[config.mk]
export PLATFORM = sky130hd
export DESIGN_NAME = contador_event_fifo_flat
export DESIGN_NICKNAME = d
export VERILOG_FILES = /design/src/rtl/contador_event_fifo_if.sv /design/src/rtl/contador_event_fifo.sv /design/src/flat_wrapper.sv
export SDC_FILE = /design/constraint.sdc
export NUM_CORES = 1
export LEC_CHECK = 0
export BUFFER_PORTS_ARGS = -buffer_cell sky130_fd_sc_hd__buf_2
export CORE_AREA = 2 2 93 140
export DETAILED_ROUTE_END_ITERATION = 6
export DIE_AREA = 0 0 95 142
export PLACE_DENSITY = 0.65
export SETUP_SLACK_MARGIN = 0.05
export SLEW_MARGIN = 20
export SYNTH_ARGS = -nofsm -noshare
export SYNTH_HDL_FRONTEND = slang
export SYNTH_SLANG_ARGS = --single-unit
[constraint.sdc]
create_clock -name clk -period 3.3 [get_ports clk]
set_input_delay 0.33 -clock clk [delete_from_list [all_inputs] [get_ports clk]]
set_output_delay 0.33 -clock clk [all_outputs]
set_load 0.02 [all_outputs]
[src/rtl/contador_event_fifo_if.sv]
// Event stream from contador_event_fifo to its consumer.
// Latency: none (plain wires); the producer drives valid/data, the consumer drives ready.
// Backpressure: the consumer holds ev_ready low to stall; the producer keeps ev_data stable meanwhile.
//
// Signals:
//   ev_valid  head entry available (producer -> consumer)
//   ev_ready  consumer accepts head entry (consumer -> producer)
//   ev_data   {ev_type[1:0], mode[1:0], Q[3:0], ts[TS_W-1:0]}
interface contador_event_fifo_if #(
  parameter int TS_W = 8
);
  logic                ev_valid;
  logic                ev_ready;
  logic [8+TS_W-1:0]   ev_data;

  // master: event producer (the monitor); slave: event consumer
  modport master (output ev_valid, output ev_data, input ev_ready);
  modport slave  (input ev_valid, input ev_data, output ev_ready);
endinterface

[src/rtl/contador_event_fifo.sv]
// Monitors contadorC rco/load, tags each event with type/mode/Q/timestamp and queues it in a FIFO.
// Latency: an event sampled on edge N is visible on ev_valid/ev_data right after edge N (no empty bypass).
// Backpressure: ev_ready low holds the head entry; a push into a full FIFO without a pop is dropped and flagged.
//
// Ports:
//   clk, reset          single clock, synchronous active-high reset
//   enable, mode, Q,    counter-side signals as seen by contadorC / produced by it
//   rco, load
//   ev                  contador_event_fifo_if.master: ev_valid / ev_ready / ev_data
//   fifo_count          occupancy 0..DEPTH
//   overflow, ovf_clr   sticky drop flag and its synchronous clear
//   drop_cnt            saturating dropped-event count (only with CONTADOR_EVFIFO_DROP_CNT_EN)
//
// Optional feature: define CONTADOR_EVFIFO_DROP_CNT_EN to add the drop_cnt port and
// its saturating counter (cleared only by reset). Without it only the overflow flag reports loss.
// DEPTH must be a power of two and at least 2 so the pointers wrap naturally.
module contador_event_fifo #(
  parameter int DEPTH  = 8,
  parameter int TS_W   = 8
`ifdef CONTADOR_EVFIFO_DROP_CNT_EN
  ,
  parameter int DROP_W = 8
`endif
) (
  input  logic                        clk,
  input  logic                        reset,
  input  logic                        enable,
  input  logic [1:0]                  mode,
  input  logic [3:0]                  Q,
  input  logic                        rco,
  input  logic                        load,
  contador_event_fifo_if.master       ev,
  output logic [$clog2(DEPTH):0]      fifo_count,
  output logic                        overflow,
  input  logic                        ovf_clr
`ifdef CONTADOR_EVFIFO_DROP_CNT_EN
  ,
  output logic [DROP_W-1:0]           drop_cnt
`endif
);

  localparam int PW = $clog2(DEPTH);
  localparam int CW = PW + 1;
  localparam int DW = 8 + TS_W;

  logic [DW-1:0]   mem [DEPTH];
  logic [PW-1:0]   wr_ptr;
  logic [PW-1:0]   rd_ptr;
  logic [TS_W-1:0] ts;

  logic       push;
  logic       pop;
  logic       full;
  logic       empty;
  logic       do_write;
  logic       drop;
  logic [1:0] ev_type;

  // Bit 0 flags rco, bit 1 flags load: 01 rco only, 10 load only, 11 both.
  assign ev_type  = {load, rco};
  assign push     = enable & (rco | load);
  assign full     = (fifo_count == CW'(DEPTH));
  assign empty    = (fifo_count == '0);
  assign pop      = ev.ev_valid & ev.ev_ready;

  // When full, a simultaneous pop frees the slot being written: wr_ptr equals
  // rd_ptr, the head is read out combinationally before the edge and the new
  // entry lands in that same slot as the new tail.
  assign do_write = push & (~full | pop);
  assign drop     = push & full & ~pop;

  assign ev.ev_valid = ~empty;
  // Stale storage is never exposed: data reads as zero while empty.
  assign ev.ev_data  = empty ? '0 : mem[rd_ptr];

  // Storage needs no reset; emptiness is tracked by fifo_count alone.
  always_ff @(posedge clk) begin
    if (!reset && do_write) begin
      mem[wr_ptr] <= {ev_type, mode, Q, ts};
    end
  end

  always_ff @(posedge clk) begin
    if (reset) begin
      wr_ptr     <= '0;
      rd_ptr     <= '0;
      fifo_count <= '0;
      ts         <= '0;
      overflow   <= 1'b0;
    end else begin
      // Entries capture ts before this increment.
      ts <= ts + TS_W'(1);

      if (do_write) begin
        wr_ptr <= wr_ptr + PW'(1);
      end
      if (pop) begin
        rd_ptr <= rd_ptr + PW'(1);
      end

      case ({do_write, pop})
        2'b10:   fifo_count <= fifo_count + CW'(1);
        2'b01:   fifo_count <= fifo_count - CW'(1);
        default: fifo_count <= fifo_count;
      endcase

      // A drop in the same cycle as a clear keeps the flag set.
      if (drop) begin
        overflow <= 1'b1;
      end else if (ovf_clr) begin
        overflow <= 1'b0;
      end
    end
  end

`ifdef CONTADOR_EVFIFO_DROP_CNT_EN
  // Saturates at all-ones; ovf_clr deliberately leaves it alone.
  always_ff @(posedge clk) begin
    if (reset) begin
      drop_cnt <= '0;
    end else if (drop && (drop_cnt != {DROP_W{1'b1}})) begin
      drop_cnt <= drop_cnt + DROP_W'(1);
    end
  end
`endif

endmodule
[src/flat_wrapper.sv]
// flat-port wrapper written by rule: the top's interface ports become plain ports
module contador_event_fifo_flat 
#(
  parameter int DEPTH  = 8,
  parameter int TS_W   = 8

)
  (clk, reset, enable, mode, Q, rco, load, fifo_count, overflow, ovf_clr, ev_ev_valid, ev_ev_data, ev_ev_ready);
  contador_event_fifo_if #(.TS_W(TS_W)) ev_i ();
  input  logic clk;
  input  logic reset;
  input  logic enable;
  input  logic [1:0] mode;
  input  logic [3:0] Q;
  input  logic rco;
  input  logic load;
  output logic [$clog2(DEPTH):0] fifo_count;
  output logic overflow;
  input  logic ovf_clr;
  output wire logic [$bits(ev_i.ev_valid)-1:0] ev_ev_valid;
  output wire logic [$bits(ev_i.ev_data)-1:0] ev_ev_data;
  input wire logic [$bits(ev_i.ev_ready)-1:0] ev_ev_ready;
  assign ev_ev_valid = ev_i.ev_valid;
  assign ev_ev_data = ev_i.ev_data;
  assign ev_i.ev_ready = ev_ev_ready;
  contador_event_fifo #(.DEPTH(DEPTH), .TS_W(TS_W)) u_core (.clk(clk), .reset(reset), .enable(enable), .mode(mode), .Q(Q), .rco(rco), .load(load), .ev(ev_i), .fifo_count(fifo_count), .overflow(overflow), .ovf_clr(ovf_clr));
endmodule
Yosys cells after proc, flatten, opt, wreduce, memory -nomap -nowiden
Memories as Yosys holds them, arrays and structs flattened. A register that Yosys moved wholly into a read port is not among the register bits.
Cells that the tools add are included.
{ "word_totals": {"reg_bits": 19, "latchBits": 0, "mem_bits_rw": 128, "mem_bits_ro": 0, "output_inout_bits": 22, "memories": 1} }
{ "memory_table": {"columns": ["memory", "words", "width", "read_ports", "rd_ports_with_merged_regs", "write_ports", "line_no", "source"], "rows": [
  ["u_core.mem", 8, 16, 1, 1, 1, "contador_event_fifo.sv:46", "logic [DW-1:0] mem [DEPTH];"]
]} }
{ "op_classes": {"add_sub_neg": 5, "multipliers": 0, "div_mod_pow": 0, "magnitude_cmp": 0, "n_eq_ne": 3, "shifts": 0, "n_mux": 8, "n_bitwise": 10, "n_reduce_logical": 5} }
{ "ops": {"columns": ["operator", "n"], "rows": [
  ["16-bit two-way mux", 1],
  ["8-bit by 1-bit adder with 8-bit output, second input constant", 1],
  ["4-bit case mux with 2 select lines", 1],
  ["3-bit by 1-bit adder with 3-bit output, second input constant", 2],
  ["3-bit two-way mux", 2],
  ["1-bit AND", 5],
  ["4-bit by 1-bit adder with 4-bit output, second input constant", 1],
  ["4-bit equality test, second input constant", 1],
  ["4-bit zero test", 1],
  ["1-bit two-way mux", 4],
  ["2-bit nonzero test", 2],
  ["4-bit by 1-bit subtractor with 4-bit output, second input constant", 1],
  ["1-bit inverter", 3],
  ["2-bit by 1-bit equality test with 1-bit output, second input constant", 1],
  ["2-bit equality test, second input constant", 1],
  ["1-bit bitwise OR", 2],
  ["1-bit logical AND", 1],
  ["1-bit zero test", 1]
]} }

Depth between registers and ports, before layout
Gate-level depths: netlist of run 1.
{ "depth": {"ltp_word": 8, "mapped_depth": 9, "mapped_depth_nobuf": 8} }

Least setup slack after synthesis of run 1
OpenSTA, ideal clock, no wires.
{ "synth_timing": {"kind": "flip-flop to flip-flop", "startpoint": "reg u_core.fifo_count[0]", "endpoint": "mem u_core.mem[0][0] (netlist bit), enable pin", "t_arrival_ns": 2.733, "required_time_ns": 2.864, "path_slack_ns": 0.131, "stages_incl_launch_ff": 5, "cell_sequence": "dfxtp_1 or3_1 buf_6 o21ai_2 nor4b_1"} }
{ "synth_between": {"elab_chain_cells": 8, "elab_cells_between_ends": 10} }
{ "synth_lines": {"columns": ["element", "line_no", "source"], "rows": [
  ["from (decl)", "contador_event_fifo.sv:33", "output logic [$clog2(DEPTH):0] fifo_count,"],
  ["from (signal assigned)", "contador_event_fifo.sv:102", "2'b10: fifo_count <= fifo_count + CW'(1);"],
  ["from (signal assigned)", "contador_event_fifo.sv:103", "2'b01: fifo_count <= fifo_count - CW'(1);"],
  ["from (signal assigned)", "contador_event_fifo.sv:104", "default: fifo_count <= fifo_count;"],
  ["4-bit zero test", "contador_event_fifo.sv:63", "assign empty = (fifo_count == '0);"],
  ["1-bit inverter", "contador_event_fifo.sv:72", "assign ev.ev_valid = ~empty;"],
  ["1-bit AND", "contador_event_fifo.sv:64", "assign pop = ev.ev_valid & ev.ev_ready;"],
  ["1-bit bitwise OR *", "contador_event_fifo.sv:69", "assign do_write = push & (~full | pop);"],
  ["1-bit AND *", "contador_event_fifo.sv:69", null],
  ["1-bit logical AND *", "contador_event_fifo.sv:78", "if (!reset && do_write) begin"],
  ["1-bit two-way mux *", "contador_event_fifo.sv:78", null],
  ["1-bit two-way mux (not written as such) *", "contador_event_fifo.sv:79", "mem[wr_ptr] <= {ev_type, mode, Q, ts};"],
  ["to (decl)", "contador_event_fifo.sv:46", null]
]} }
Mark *: on every way between the ends. The rest lies on a longest branch, timed or not.

==> out/results.md, run 1 <==
| Group | Result | Value |
| --- | --- | --- |
| synth | Count of state elements after synthesis | 150 |
| grt | Largest net degree at the start of global routing | 33 |
| timing | Post-route minimum period | 2.59 ns |
| worst setup path | WP data arrival | 2.26 ns |
| timing | Normalized max-slew margin | 41.8% |
| worst setup path | Worst flop-to-flop path endpoint | u_core.mem[6][5] |
| synth | Predominant post-synthesis flop cell | edfxtp_1 |
| place | Number of port buffers | 34 |
| floorplan | Die X-Extent | 95 um |
| final layout | Most common cell after layout, fill and taps aside | edfxtp_1 |
| grt | Vias in the first global route | 3,084 |
| clocking | Buffer depth of the longest clock path | 2 |
| worst setup path | Critical Path Max Stage Delay | 0.65 ns |
| worst setup path | Worst reg2reg startpoint | u_core.fifo_count[0] |
| clocking | CTS tree | yes |
| clocking | Depth of the CTS H-tree | 4 |
| clocking | Post-CTS repair timing setup buffer count | 0 |
| worst setup path | Highest fanout seen on the critical path | 15 |
| synth | Count of different cell masters after synthesis | 37 |
| final layout | Multi-input logic area | 1540 um^2 |
| worst setup path | Worst path slowest cell | dfxtp_2 |
| timing | Slew at the pin closest to its max-slew limit | 0.872 ns |
| flow run | Max-Cap Viols | 0 |
| final layout | Number of filler instances in the final layout | 929 |
| min path | Hold depth | 1 |
| synth | Multiplexer area fraction after synthesis | 15.4% |
| synth | Basic-gate share of the synthesized area counting and, or, nand and nor cells | 5.94% |
| synth | Post-synthesis share of cell area spent on xor and xnor gates | 1.64% |
| min path | Hold Path End | u_core.mem[7][11] |
| power | Leakage power total | 2.28 nW |
| worst setup path | Critical path capture point type | output pin |
| worst setup path | Family with the most delay on the worst path | multiplexers |
| final layout | Storage cell area | 4290 um^2 |
| min path | Worst min-delay path category | input pin to flop |
| floorplan | I/O pin cnt | 35 |
| route | Per-cell via count in the routed design | 5.45 |
| min path | Hold Startpoint | Q[3] |
| timing | Maximum clock frequency | 0.386 GHz |
| final layout | Final Util | 55.6% |
| grt | Antenna violations before repair | 0 |
| timing | Number of failing setup endpoints in the final timing report | 0 |
| clocking | Number of buffers added to fix hold violations after cts | 0 |
| route | Detail Route Antenna Nets | 0 |
| clocking | Num CTS Buffers | 17 |
| clocking | Clock-pin transition on the worst setup and hold timing paths | 0.06 ns |
| final layout | Area grow syn2layout | 16.6% |
| synth | Sequential-to-total area share from yosys stat | 72.9% |
| timing | Final count of hold timing violations | 0 |
| floorplan | FP Rows | 50 |
| synth | Compound-Gate Fraction of Synth Area | 1.87% |
| grt | Wire length of the first global-routing pass | 16.7 mm |
| worst setup path | Startpoint types | flop |
| synth | Largest area contributor in the netlist | edfxtp_1 |
| place | Routability cong. | 0.716 |
| floorplan | Die area | 13,500 um^2 |
| timing | Share of the clock period used by the worst path | 78.5% |
| clocking | Root buffer cell | clkbuf_16 |
| worst setup path | Number of buffers and inverters on the critical path | 2 |
| final layout | Final-stage net count | 391 |
| power | Ratio of total power to cell area | 737 nW/um^2 |
| clocking | Clock network latency to the later pin of the worst-skew pair | 0.41 ns |
| route | WL/cell | 19.3 um |
| worst setup path | Worst R2R Setup Slack | 1.04 ns |
| timing | RSZ-0062 raised after global routing | false |
| grt | Residual overflow from global routing | 0 |
| floorplan | Initial standard-cell utilization of the core | 47.7% |
| floorplan | Core Region | 12,300 um^2 |
| place | Placed instance count | 511 |
| grt | Aggregate global-route resource usage | 17.3% |
| synth | Gate count of the mapped netlist | 322 |
| synth | Cell area after synthesis | 5870 um^2 |
| synth | Dominant cells by area after synthesis | edfxtp_1 (65%), mux4_2 (12%), dfxtp_1 (7.5%) |
| place | Post-detailed-placement half-perimeter wirelength | 6.39 mm |
| clocking | Number of gates resized after cts | 0 |
| power | Worst VDD drop | 0.631 mV |
| synth | Post-Synthesis Net Count | 339 |
| worst setup path | Classification of the worst setup path | flop to output pin |
| timing | Layout Skew | 0.0113 ns |
| clocking | Clock sink count | 150 |
| final layout | Most frequent cells in the layout | edfxtp_1 (128), nor2_1 (41), buf_2 (34), mux4_2 (32), dfxtp_1 (21) |
| synth | Post-synth EDFFs | 128 |
| route | Number of vias in the routed layout | 2,962 |
| route | Drt total wl | 10.5 mm |
| timing | Fin Setup TNS | 0 ns |
| synth | Yosys warning total | 0 |
| timing | Final Max Slew Viols | 0 |
| floorplan | Chip Height | 142 um |
| synth | Combinational family with the most area after synthesis | multiplexers |
| worst setup path | Count of cells along the worst register-to-register path | 4 |
| run status | Status | complete, no violations |
| final layout | Antenna cells | 0 |
| synth | Async set or reset register ratio after synthesis | 0% |
| route | Post-detailed-route DRC marker count | 0 |
| final layout | Number of cells in the finished layout apart from fillers | 543 |
| synth | Post-synthesis area per instance | 18.2 um^2 |
| worst setup path | Series of cell instances along the critical path | buf_4, mux4_2, mux2i_1, nor2_1, buf_2 |
| synth | Area share of the largest cell type after synthesis | 65.4% |
| worst setup path | Required time of the worst setup path | 2.97 ns |
| final layout | Share of final-layout standard cells stronger than drive strength 1 | 31.5% |
| route | DRC marker count from the first detailed-route iteration | 167 |
| synth | Adder-cell area share of the yosys netlist | 0.852% |
| route | Drt first pass iters | 4 |
[final cells by class]
type	count	share of cell area, %
tap	156	2.85
clock buffer	17	6.21
clock inverter	15	1.75
multi-input combinational	154	22.4
inverter	3	0.164
timing repair buffer	48	4.02
sequential	150	62.6
[where the power goes]
part | switching, mW | leakage, nW | internal [mW]
registers | 0.106 | 1.35 | 2.11
clock network | 0.758 | 0.257 | 0.975
logic | 0.614 | 0.678 | 0.489
total | 1.48 | 2.28 | 3.57
[Yosys cell counts, drive strengths merged (2+ instances only)]
| library cell | instances |
|---|---|
| inv | 3 |
| nor2 | 41 |
| nor4 | 4 |
| xnor2 | 3 |
| mux2i | 17 |
| clkbuf | 9 |
| and3 | 2 |
| dfxtp | 22 |
| mux4 | 32 |
| nand3 | 9 |
| nor2b | 2 |
| o21ai | 3 |
| buf | 6 |
| ha | 4 |
| a21oi | 4 |
| edfxtp | 128 |
| xor2 | 8 |
| nand2 | 4 |
| o211ai | 2 |
| nor3 | 7 |
[worst max path at each step]
stage / end / cells after the start / from
2_1_floorplan: u_core.mem[0][0] / 4 / u_core.fifo_count[0]
3_3_place_gp: u_core.mem[6][2] / 4 / u_core.fifo_count[1]
3_5_place_dp: u_core.mem[6][2] / 4 / u_core.fifo_count[1]
4_1_cts: ev_ev_data[13] / 5 / flop
5_1_grt: ev_ev_data[13] / 5 / flop
6_report: ev_ev_data[13] / 5 / flop
[registers in the layout, indices dropped and copies added (netlist names), named ones only]
name,cells
u_core.ts,8
u_core.fifo_count,4
u_core.mem,128
u_core.rd_ptr,3
u_core.wr_ptr,3
u_core.overflow,1
[routing by layer]
| metal | global-route usage (%) | share of wire, % | wire length, um |
|---|---|---|---|
| met2 | 29.7 | 54 | 5640 |
| met3 | 4.29 | 3.0 | 314 |
| met5 | 0 | 0 | 0 |
| met4 | 6.56 | 0.73 | 76 |
| met1 | 21.0 | 42 | 4420 |
[through the flow]
stage | area, um^2 | hold WS (ns) | setup WS [ns] | power [mW]
2_1_floorplan | 5870 | 0.429 | 0.131 | 3.06
3_3_place_gp | 6300 | 0.470 | 1.08 | 3.36
3_5_place_dp | 6300 | 0.482 | 0.994 | 3.39
4_1_cts | 6850 | 0.166 | 0.621 | 5.12
5_1_grt | 6850 | 0.164 | 0.537 | 5.29
6_report | 6850 | 0.186 | 0.710 | 5.05
[cell families after synthesis]
| group | count (synthesis) |
|---|---|
| mux | 50 |
| compound gates | 15 |
| buf+inv | 18 |
| flops | 150 |
| fa+ha+maj | 4 |
| simple gates | 74 |
| xor+xnor | 11 |
Note: power is estimated with default switching activity, not from simulation.
==> run 2: changes to the inputs <==
--- a/config.mk
+++ b/config.mk
@@ -9,7 +9,7 @@
 export CORE_AREA = 2 2 93 140
 export DETAILED_ROUTE_END_ITERATION = 6
 export DIE_AREA = 0 0 95 142
-export PLACE_DENSITY = 0.65
+export PLACE_DENSITY = 0.68
 export SETUP_SLACK_MARGIN = 0.05
 export SLEW_MARGIN = 20
 export SYNTH_ARGS = -nofsm -noshare
==> constraint.sdc (replaced) <==
create_clock -name clk -period 2.2 [get_ports clk]
set_input_delay 0.22 -clock clk [delete_from_list [all_inputs] [get_ports clk]]
set_output_delay 0.22 -clock clk [all_outputs]
set_load 0.02 [all_outputs]
==> run 2 against run 1 <==
Effect of this change: via count grew 3.2%; worst setup slack worse by 0.69 ns; critical path depth is the same; non-clock buffer count grew 16; clock power is 59% higher; sequential share of layout area down 2.4 points; critical path type unchanged; critical endpoint is now ev_ev_data[0]; largest cell class unchanged.
==> out/results.md, run 2 (synthesized netlist as in run 1, its figures left out) <==
| Group | Result | Value |
| --- | --- | --- |
| clocking | Clock sink count | 150 |
| route | Per-cell via count in the routed design | 5.47 |
| final layout | Antenna cells | 0 |
| final layout | Register bank with the most flops | u_core.mem |
| timing | Final Max Slew Viols | 0 |
| timing | Number of failing setup endpoints in the final timing report | 0 |
| final layout | Number of cells in the finished layout apart from fillers | 559 |
| timing | Minimum hold slack | 0.0930 ns |
| final layout | Most common cell after layout, fill and taps aside | edfxtp_1 |
| clocking | Clock-pin transition on the worst setup and hold timing paths | 0.06 ns |
| clocking | Number of buffers added to fix hold violations after cts | 0 |
| final layout | Biggest regs | u_core.mem (128), u_core.ts (8), u_core.fifo_count (4) |
| place | Post-detailed-placement half-perimeter wirelength | 6.54 mm |
| route | Post-detailed-route DRC marker count | 0 |
| timing | Layout Skew | 0.00566 ns |
| timing | Slew at the pin closest to its max-slew limit | 0.458 ns |
| clocking | Buffer depth of the longest clock path | 2 |
| worst setup path | WP data arrival | 1.96 ns |
| power | Worst VDD drop | 1.23 mV |
| flow run | Max-Cap Viols | 0 |
| timing | RSZ-0062 raised after global routing | true |
| final layout | Max reg flops | 128 |
| power | Leakage power total | 2.40 nW |
| final layout | Final-stage net count | 407 |
| run status | Status | complete, no violations |
| grt | Largest net degree at the start of global routing | 33 |
| worst setup path | Required time of the worst setup path | 1.98 ns |
| timing | Fin Setup TNS | 0 ns |
| route | DRC marker count from the first detailed-route iteration | 242 |
| timing | Normalized max-slew margin | 69.2% |
| floorplan | Core Region | 12,300 um^2 |
| route | Drt first pass iters | 4 |
| place | Placed instance count | 524 |
| grt | Residual overflow from global routing | 0 |
| route | Detail Route Antenna Nets | 0 |
| final layout | Number of filler instances in the final layout | 916 |
| floorplan | Die X-Extent | 95 um |
| place | Number of port buffers | 34 |
| place | Routability cong. | 0.758 |
| final layout | Post-route design area | 7130 um^2 |
| clocking | Post-CTS repair timing setup buffer count | 0 |
| clocking | Num CTS Buffers | 17 |
| timing | Post-route minimum period | 2.18 ns |
| clocking | Clock network latency to the later pin of the worst-skew pair | 0.40 ns |
| route | Number of vias in the routed layout | 3,057 |
| worst setup path | Count of cells along the worst register-to-register path | 9 |
| floorplan | Die area | 13,500 um^2 |
| min path | Worst min-delay path category | input pin to flop |
| floorplan | Chip Height | 142 um |
| grt | Antenna violations before repair | 0 |
| final layout | Area grow syn2layout | 21.4% |
| grt | Vias in the first global route | 3,280 |
| worst setup path | Classification of the worst setup path | flop to output pin |
| timing | Maximum clock frequency | 0.458 GHz |
| floorplan | FP Rows | 50 |
| power | Tot Pwr | 8.07 mW |
| clocking | Depth of the CTS H-tree | 4 |
| floorplan | I/O pin cnt | 35 |
| timing | Share of the clock period used by the worst path | 99.3% |
| power | Ratio of total power to cell area | 1130 nW/um^2 |
| final layout | Most frequent cells in the layout | edfxtp_1 (128), nor2_1 (41), buf_4 (36), mux4_2 (32), buf_2 (23) |
| timing | Final count of hold timing violations | 0 |
| clocking | CTS tree | yes |
| route | Drt total wl | 11.1 mm |
| worst setup path | Highest fanout seen on the critical path | 8 |
| worst setup path | Critical path capture point type | output pin |
| worst setup path | Startpoint types | flop |
| grt | Wire length of the first global-routing pass | 17.5 mm |
| grt | Aggregate global-route resource usage | 18.0% |
| floorplan | Initial standard-cell utilization of the core | 47.7% |
| route | WL/cell | 19.8 um |
| min path | Hold depth | 1 |
| place | Area post-placement | 6440 um^2 |
| final layout | Share of final-layout standard cells stronger than drive strength 1 | 35.7% |
| clocking | Root buffer cell | clkbuf_16 |
-- run 2: area by class of cell --
cell class,instances,area [um^2],area share [%]
sequential,150,4290,60.1
multi-input combinational,154,1570,22.0
clock buffer,18,429,6.02
timing repair buffer,64,492,6.89
tap,156,195,2.74
clock inverter,14,143,2.00
inverter,3,11.3,0.158
-- run 2: critical path, cell delays in order, from the launching register on --
cell     delay [ns]
dfxtp_4        0.43
buf_12         0.17
mux4_2         0.54
mux2i_2        0.19
nor2_1         0.06
buf_2          0.16
-- run 2: path summary, 6_finish.rpt --
check,from,to,slack (ns)
max,flop,ev_ev_data[0],0.02
min,mode[1],u_core.mem[2][13],0.09
max reg2reg,u_core.fifo_count[2],u_core.fifo_count[2],0.23
min reg2reg,u_core.rd_ptr[1],u_core.rd_ptr[1],0.49
-- run 2: routing by layer --
layer  track usage [%]  vias up  routed length [um]
li1                  -     1414                   -
met1              21.2     1560                4450
met2              31.8       73                6090
met3              4.40       10                 414
met4              6.48        0                 140
met5                 0        -                   0
-- run 2: power breakdown --
part | total, mW | internal (mW) | leakage [nW] | switching (mW)
registers | 3.24 | 3.16 | 1.35 | 0.0778
clock network | 2.75 | 1.59 | 0.264 | 1.16
logic | 2.07 | 0.965 | 0.789 | 1.11
-- run 2: repair_timing --
item                       in CTS  in global routing
pin swaps                       3                  1
gates cloned                    2                  0
setup endpoints to repair      16                 16
resized for setup              14                  4
-- run 2: per-stage QoR --
stage / setup WS [ns] / util, %
after floorplan: -0.350 / -
after global placement: 0.262 / 52.3
after detailed placement: 0.239 / 52.3
after CTS: -0.0308 / 57.6
after global routing: -0.0737 / 57.9
final: 0.0156 / 57.9
==> run 3: changes to the inputs <==
--- a/config.mk
+++ b/config.mk
@@ -7,6 +7,7 @@
 export LEC_CHECK = 0
 export BUFFER_PORTS_ARGS = -buffer_cell sky130_fd_sc_hd__buf_2
 export CORE_AREA = 2 2 93 140
+export CTS_BUF_LIST = sky130_fd_sc_hd__clkbuf_8
 export DETAILED_ROUTE_END_ITERATION = 6
 export DIE_AREA = 0 0 95 142
 export PLACE_DENSITY = 0.68
==> run 3 against run 2 <==
Effect of this change: the run now ends with negative setup slack left; clock power fell by 28%; via count about the same; non-clock buffer count up 1; worst hold slack lost 0.030 ns; wire length is 1.1% lower; fmax down 1.0%; worst setup slack got worse by 0.023 ns; highest routed layer unchanged; first-iteration DRC count is 36% lower; flip-flop and latch count unchanged; total power fell by 8.8%.
==> out/results.md, run 3 (synthesized netlist as in run 1, its figures left out) <==
| Group | Result | Value |
| --- | --- | --- |
| run status | Status | complete, but fails checks |
| run status | Violated checks | negative setup slack |
| grt | Residual overflow from global routing | 0 |
| timing | Share of the clock period used by the worst path | 100% |
| final layout | Register bank with the most flops | u_core.mem |
| power | Tot Pwr | 7.35 mW |
| place | Number of port buffers | 34 |
| clocking | CTS tree | yes |
| power | Proportion of power drawn by combinational gates | 29.3% |
| place | Placed instance count | 524 |
| power | Sequential Power Share | 43.8% |
| power | Net Sw Frac | 30.7% |
| floorplan | I/O pin cnt | 35 |
| min path | Worst min-delay path category | input pin to flop |
| timing | RSZ-0062 raised after global routing | true |
| power | Clock share of power | 26.9% |
| timing | Layout Skew | 0.00857 ns |
| floorplan | Initial standard-cell utilization of the core | 47.7% |
| final layout | Antenna cells | 0 |
| final layout | Final-stage net count | 408 |
| worst setup path | Critical path capture point type | output pin |
| power | Leakage power total | 2.33 nW |
| worst setup path | Worst flop-to-flop path endpoint | u_core.fifo_count[2] |
| final layout | Max reg flops | 128 |
| worst setup path | Critical path capture point | ev_ev_data[4] |
| worst setup path | Startpoint types | flop |
| clocking | Root buffer cell | clkbuf_8 |
| timing | Normalized max-slew margin | 29.4% |
| timing | Number of failing setup endpoints in the final timing report | 1 |
| timing | Final Max Slew Viols | 0 |
| flow run | Max-Cap Viols | 0 |
| final layout | Number of filler instances in the final layout | 946 |
| final layout | Post-route design area | 6960 um^2 |
| timing | Final count of hold timing violations | 0 |
| timing | Final worst setup slack | -0.00730 ns |
| route | WL/cell | 19.6 um |
| power | Net switching power | 2.26 mW |
| timing | Maximum clock frequency | 0.453 GHz |
| route | DRC marker count from the first detailed-route iteration | 156 |
| floorplan | Die X-Extent | 95 um |
| worst setup path | Highest fanout seen on the critical path | 8 |
| place | Placement Setup Slack | 0.239 ns |
| final layout | Most common cell after layout, fill and taps aside | edfxtp_1 |
| worst setup path | Classification of the worst setup path | flop to output pin |
| final layout | Number of cells in the finished layout apart from fillers | 560 |
| final layout | Most frequent cells in the layout | edfxtp_1 (128), nor2_1 (41), buf_4 (34), mux4_2 (32), buf_2 (25) |
| worst setup path | Worst R2R Setup Slack | 0.23 ns |
| floorplan | Chip Height | 142 um |
| route | Drt total wl | 11.0 mm |
| timing | Slew at the pin closest to its max-slew limit | 1.05 ns |
| worst setup path | Required time of the worst setup path | 1.98 ns |
| place | Post-detailed-placement half-perimeter wirelength | 6.54 mm |
| worst setup path | Count of cells along the worst register-to-register path | 9 |
| final layout | Area grow syn2layout | 18.4% |
| clocking | Depth of the CTS H-tree | 4 |
| place | Routability cong. | 0.758 |
| final layout | Biggest regs | u_core.mem (128), u_core.ts (8), u_core.fifo_count (4) |
| grt | Largest net degree at the start of global routing | 33 |
| timing | Fin Setup TNS | -0.00730 ns |
| floorplan | Core Region | 12,300 um^2 |
| clocking | Buffer depth of the longest clock path | 2 |
| grt | Antenna violations before repair | 0 |
| power | Worst VDD drop | 0.975 mV |
| route | Per-cell via count in the routed design | 5.46 |
| clocking | Clock-pin transition on the worst setup and hold timing paths | 0.08 ns |
| timing | Post-route minimum period | 2.21 ns |
| route | Post-detailed-route DRC marker count | 0 |
| route | Detail Route Antenna Nets | 0 |
| worst setup path | Worst reg2reg startpoint | u_core.fifo_count[0] |
| route | Drt first pass iters | 4 |
| worst setup path | WP data arrival | 1.99 ns |
| clocking | Num CTS Buffers | 17 |
| clocking | Clock sink count | 150 |
| grt | Wire length of the first global-routing pass | 17.2 mm |
| clocking | Clock network latency to the later pin of the worst-skew pair | 0.44 ns |
| place | Area post-placement | 6440 um^2 |
| grt | Vias in the first global route | 3,234 |
| floorplan | Die area | 13,500 um^2 |
| final layout | Share of final-layout standard cells stronger than drive strength 1 | 35.4% |
| power | Internal power of the cells | 5.10 mW |
| grt | Aggregate global-route resource usage | 18.0% |
| floorplan | FP Rows | 50 |
| power | Ratio of total power to cell area | 1060 nW/um^2 |
| route | Number of vias in the routed layout | 3,059 |
run 3: worst min-delay path by stage:
stage | cells after the start | start | to | slack (ns)
2_1_floorplan | 0 | Q[2] | u_core.mem[0][10] | 0.32
3_3_place_gp | 2 | u_core.overflow | u_core.overflow | 0.47
3_5_place_dp | 2 | u_core.rd_ptr[1] | u_core.rd_ptr[1] | 0.49
4_1_cts | 1 | mode[1] | u_core.mem[2][13] | 0.03
5_1_grt | 1 | mode[0] | u_core.mem[3][12] | 0.03
6_report | 1 | mode[0] | u_core.mem[3][12] | 0.06
run 3: per-stage QoR:
stage	hold slack [ns]	utilization, %
2_1_floorplan	0.319	-
3_3_place_gp	0.474	52.3
3_5_place_dp	0.485	52.3
4_1_cts	0.0350	56.4
5_1_grt	0.0297	56.4
6_report	0.0632	56.4
run 3: what timing repair did:
| action | in CTS | in global routing |
|---|---|---|
| gates resized for setup | 11 | 3 |
| setup endpoints to repair | 16 | 16 |
| cloned | 3 | 0 |
| hold buffers | 0 | 0 |
| buffers inserted | 1 | 0 |
| pin swaps | 3 | 4 |
run 3: cell type report:
| class | instances | area [um^2] | area share (%) |
|---|---|---|---|
| sequential | 150 | 4290 | 61.7 |
| timing repair buffer | 65 | 523 | 7.52 |
| tap | 156 | 195 | 2.81 |
| inverter | 3 | 11.3 | 0.162 |
| clock inverter | 15 | 146 | 2.10 |
| clock buffer | 17 | 234 | 3.36 |
| multi-input combinational | 154 | 1560 | 22.4 |
run 3: worst max-delay path: stages, from the launching register on:
cell and delay (ns):
dfxtp_4 0.38, buf_12 0.13, buf_16 0.15, mux4_2 0.51
mux2i_1 0.16, nor2_1 0.06, buf_4 0.16
run 3: power groups by stage:
stage	clock, mW	sequential (mW)	combinational [mW]
CTS	2.03	3.22	2.18
detailed placement	0	3.28	1.92
global route	2.15	3.23	2.32
floorplan	0	3.31	1.29
finish	1.98	3.22	2.16
global placement	0	3.27	1.89
run 3: layer usage:
| metal | GRT usage [%] | part of all wire [%] | vias to the layer above |
|---|---|---|---|
| li1 | - | - | 1414 |
| met3 | 5.14 | 3.8 | 13 |
| met1 | 20.8 | 39 | 1554 |
| met4 | 6.48 | 1.8 | 0 |
| met5 | 0 | 0 | - |
| met2 | 31.5 | 55 | 78 |
